## src/rtl/encoder_8x3.sv

```systemverilog
// ---------------------------------------------------------------------------
// encoder_8x3
// Registered 8-to-3 priority encoder with one cycle of latency. Reports the
// index of the highest-numbered set bit of the input vector together with an
// any-bit-set flag and a more-than-one-bit-set flag.
//
// Ports
//   clk    in   1  system clock, rising edge active
//   rst_n  in   1  asynchronous active-low reset, clears all outputs
//   en     in   1  capture enable; outputs load from `a` on the next edge
//   a      in   8  request vector; bit i set means index i is requested
//   y      out  3  registered index of the highest set bit of `a`
//   valid  out  1  registered; captured `a` had at least one bit set
//   multi  out  1  registered; captured `a` had two or more bits set
// ---------------------------------------------------------------------------
module encoder_8x3 (
   input  logic       clk,
   input  logic       rst_n,
   input  logic       en,
   input  logic [7:0] a,
   output logic [2:0] y,
   output logic       valid,
   output logic       multi
);

   localparam int unsigned IN_W  = 8;
   localparam int unsigned OUT_W = 3;

   logic [OUT_W-1:0] w_y_next;
   logic             w_valid_next;
   logic             w_multi_next;

   logic [OUT_W-1:0] r_y;
   logic             r_valid;
   logic             r_multi;

   // Priority encode: ascending scan so the highest set bit is the last to win.
   always_comb begin
      w_y_next = '0;
      for (int i = 0; i < IN_W; i++) begin
         if (a[i]) begin
            w_y_next = OUT_W'(i);
         end
      end
   end

   assign w_valid_next = |a;

   // Clearing the lowest set bit leaves something only if two or more were set.
   assign w_multi_next = |(a & (a - IN_W'(1)));

   // Output registers; hold when en is low.
   always_ff @(posedge clk or negedge rst_n) begin
      if (!rst_n) begin
         r_y     <= '0;
         r_valid <= 1'b0;
         r_multi <= 1'b0;
      end else if (en) begin
         r_y     <= w_y_next;
         r_valid <= w_valid_next;
         r_multi <= w_multi_next;
      end
   end

   assign y     = r_y;
   assign valid = r_valid;
   assign multi = r_multi;

endmodule

```

## config.mk

```make
export PLATFORM = sky130hd
export DESIGN_NAME = encoder_8x3
export DESIGN_NICKNAME = d
export VERILOG_FILES = /design/src/rtl/encoder_8x3.sv
export SDC_FILE = /design/constraint.sdc
export NUM_CORES = 1
export LEC_CHECK = 0
export ABC_CLOCK_PERIOD_IN_PS = 800
export BUFFER_PORTS_ARGS = -buffer_cell sky130_fd_sc_hd__buf_2
export CORE_AREA = 2 2 39 41
export CTS_CLUSTER_DIAMETER = 60
export CTS_CLUSTER_SIZE = 8
export DETAILED_ROUTE_END_ITERATION = 10
export DIE_AREA = 0 0 41 43
export PLACE_DENSITY_LB_ADDON = 0.25
export SLEW_MARGIN = 20
export SYNTH_ARGS = -nofsm -noshare
export SYNTH_HDL_FRONTEND = slang
export SYNTH_SLANG_ARGS = --single-unit
```

## constraint.sdc

```tcl
create_clock -name clk -period 0.8 [get_ports clk]
set_input_delay 0 -clock clk [delete_from_list [all_inputs] [get_ports clk]]
set_output_delay 0 -clock clk [all_outputs]
set_load 0.02 [all_outputs]
```

### After elaboration in Yosys (flattened, before gate mapping)

Cells that the tools add are included.

| word-level totals | value |
|---|---|
| register bits | 5 |
| bits of input ports | 11 |
| output and inout port bits | 5 |
| logic and storage cells | 14 |

| cells by class | value |
|---|---|
| add/sub/neg operators | 1 |
| multiplexer cells | 7 |
| bitwise gates (word level) | 1 |
| reduce and logical (&&, ||, !) cells | 2 |

Operator list:

| cell | number |
|---|---|
| OR reduction 8 bit | 2 |
| two-way mux 3 bit | 5 |
| bitwise AND 8 bit | 1 |
| subtractor 8 x 1 -> 8 bit, second input constant | 1 |
| two-way mux 2 bit | 1 |
| two-way mux 1 bit | 1 |

### Longest topological paths before layout

| logic depth | value |
|---|---|
| word-level depth | 7 |
| depth in mapped cells | 4 |
| gate-level depth less buffers | 4 |

### Least setup slack after synthesis

OpenSTA, ideal clock, no wires.

| timing path | value |
|---|---|
| kind | input port to flip-flop |
| start point | input a[1] |
| end point | register r_multi (netlist: multi) |
| library setup time | 118 ps |
| arrival | 1,124 ps |
| required time | 682 ps |
| slack | -442 ps |
| cell stages on the path | 4 |
| path buffers | 0 |
| cell sequence | or4_4 > a2111oi_2 > nor3_1 > a21o_1 |

| on the way | value |
|---|---|
| cells in the longest elaborated chain, start to end | 3 |

RTL lines:

| item | RTL line | text |
|---|---|---|
| start: declaration | 20 | `input logic [7:0] a,` |
| subtractor 8 x 1 -> 8 bit | 50 | `assign w_multi_next = \|(a & (a - IN_W'(1)));` |
| bitwise AND 8 bit * | 50 |  |
| OR reduction 8 bit * | 50 |  |
| end signal: assignment | 61 | `r_multi <= w_multi_next;` |
| end: declaration | 35 | `logic r_multi;` |

Every way passes the cells marked *; elsewhere a longest branch is shown, timed or not.
A chain may end at the register's enable or synchronous reset.

### Worst setup path in the final report

| timing path | value |
|---|---|
| start point | input a[0] |
| end point | register r_multi (netlist: multi) |

Same word-level chain as after synthesis.

==> out/qor.csv <==
metric;value;unit
Placed Cells;74;
DRT Pass-1 Iters;2;
initial antenna violation count;0;
Remaining Overflow, GRT;0;
post-synth cell types;17;
top cells by area, synth;dfrtp_1 41%, nor2_1 8.7%, a21oi_1 6.6%;
unrepaired setup endpoints after global routing;true;
leading area contributor after synthesis;dfrtp_1;
CTS H-Tree Depth;1;
Post-Route WL;819;µm
Clock transition at path regs;0.04;ns
Yosys reg bits;5;
Rows;14;
Die Area;0.00176;mm²
crit start category;input pin;
Pwr Density;1410;mW/mm²
slew margin rel.;78.1;%
Final WS setup;-0.312;ns
outcome;finished with violations;
total CTS buffers;3;
peak supply drop;473;µV
postcts setup bufs;0;
via count;347;
GPL Wtd Cong;0.678;
Mapped Cells;35;
min Tclk post-route;1.11;ns
Main synth FF type;dfrtp_1;
global-route wire length before repair;1.38;mm
Seq pwr share;36.8;%
Yosys warning count;0;
Combinational Power Share;25.0;%
crit path kind;in2reg;
ys async rst share;100;%
Die W;41;µm
Post-route DRC;0;
Leak;0.000223;µW
P_int;549;µW
Routed Antenna Nets;0;
clk_skew;0;ns
1st-iter DRT viols;2;
sw frac;26.9;%
# setup viols final;1;
clock share of power;38.3;%
Core Util, Final;38.4;%
CTS Sinks;5;
worst path cell trace;buf_6 -> or4_4 -> a2111oi_4 -> nor3_2 -> a21o_1;
WP data arrival;1.24;ns
initial core utilization;21.8;%
number of synthesized flops with an enable pin;0;
worst min path class;in2reg;
I/O Pins;16;
Die H;43;µm
Peak Freq;0.899;GHz
syn_nets;46;
Synth top area share;41.5;%
Psw;201;µW
vias in the first global route;370;
layout cells sized above 1;49.2;%
Slew @ Worst Pin;0.325;ns
overall routing resource usage;11.5;%
Critical Path Slowest Stage Cell;or4_4;
worst skew pair latency;0.23;ns
fin. max-slew vios;0;
# port buffers;15;
synth cell count leaders;7 x nor2_1, 5 x dfrtp_1, 4 x a21oi_1;
TritonCTS clock tree;done;
CTS root buf;clkbuf_4;
largest net degree at the start of global routing;12;
Post-Syn Area per Cell;8.62;µm²
Wirelength per Cell;10.4;µm
Area Overhead vs Synth;76.3;%
Fill cells;155;
vias per cell;4.39;
final hold violations;0;
Post-Layout Cell Count;79;
nets;75;
failing checks;negative setup slack;
Worst Setup End Kind;register;
max cap viols;0;
core area;0.00138;mm²
Crit path largest cell delay;0.56;ns
register area share after synthesis;41.5;%
post-route clock period utilization;139;%
Synth Cell Area;302;µm²
Critical Path RT;0.93;ns
# diodes;0;
count leader, synth;nor2_1;
CP max FO;3;
deepest clock path buffer count;2;
power by group through the flow:
stage / Sequential (µW) / Combinational [µW] / Clock (µW)
after global routing: 277 / 208 / 318
after global placement: 278 / 174 / 0
after floorplan: 296 / 48.6 / 0
after CTS: 275 / 183 / 306
final: 276 / 187 / 287
after detailed placement: 279 / 175 / 0
layer usage:
| layer | vias to the layer above | wire, µm | global-route usage, % |
|---|---|---|---|
| li1 | 190 | - | - |
| met1 | 148 | 384 | 13.3 |
| met2 | 9 | 399 | 18.1 |
| met3 | 0 | 34 | 0 |
| met4 | 0 | 0 | 10.0 |
| met5 | - | 0 | 0 |
per-stage QoR:
stage / hold slack [ns] / setup slack (ns) / setup TNS [ns] / instance area (µm²) / total power (µW)
floorplan: -0.296 / -0.390 / -0.390 / 319 / 345
global placement: -0.179 / -0.535 / -0.725 / 478 / 452
detailed placement: -0.174 / -0.555 / -0.758 / 478 / 454
CTS: 0.0753 / -0.296 / -0.296 / 520 / 764
global route: 0.0922 / -0.355 / -0.355 / 532 / 803
finish: 0.0915 / -0.312 / -0.312 / 532 / 750
cell type report:
| type | instances | area (µm²) | share of cell area (%) |
|---|---|---|---|
| multi-input combinational | 27 | 188 | 35.3 |
| timing repair buffer | 25 | 165 | 31.1 |
| sequential | 5 | 125 | 23.5 |
| clock buffer | 4 | 26.3 | 4.94 |
| tap | 16 | 20.0 | 3.76 |
| inverter | 2 | 7.51 | 1.41 |
flip-flops by register name, indices dropped and copies added (netlist names):
signal	cells
y	3
multi	1
valid	1
final timing paths:
check,from,slack (ns),cells after the start,to
max,a[0],-0.31,5,multi
min,en,0.09,2,y[1]
max reg2reg,multi,0.03,3,multi
min reg2reg,y[1],0.52,2,y[1]
max in group asynchronous,rst_n,0.56,2,multi
min in group asynchronous,rst_n,0.11,2,y[0]
timing repair:
action | 4_1_cts | 5_1_grt
hold buffers | 1 | 0
hold endpoints to repair | 5 | 0
gates resized for setup | 1 | 3
endpoints found under the setup margin | 1 | 2
worst max-delay path, delay by kind of cell:
family / cells / cell delay [ns]
and+or+nand+nor: 2 / 0.65
AOI/OAI and AO/OA: 2 / 0.50
buffers and inverters: 1 / 0.09
cells by family after synthesis:
kind of cell / after synthesis / share of synthesized area [%]
adder cells (fa/ha/maj): 1 / 3.32
buffers and inverters: 3 / 3.73
AO/OA/AOI/OAI: 11 / 25.7
flip-flops: 5 / 41.5
AND/OR/NAND/NOR: 15 / 25.7
placed cells by master, fill, tap and decap left out:
cell type / n
a2111oi_2: 1
a2111oi_4: 1
a21o_1: 1
a21oi_1: 4
a31oi_1: 2
buf_2: 13
buf_4: 9
buf_6: 2
clkbuf_1: 1
clkbuf_4: 3
dfrtp_1: 5
dlygate4sd3_1: 1
inv_1: 2
maj3_1: 1
nand2b_1: 1
nor2_1: 7
nor3_1: 2
nor3_2: 1
nor4_1: 2
o21ai_0: 1
o21bai_1: 1
or3_1: 1
or4_4: 1
Note: power is estimated with default switching activity, not from simulation.
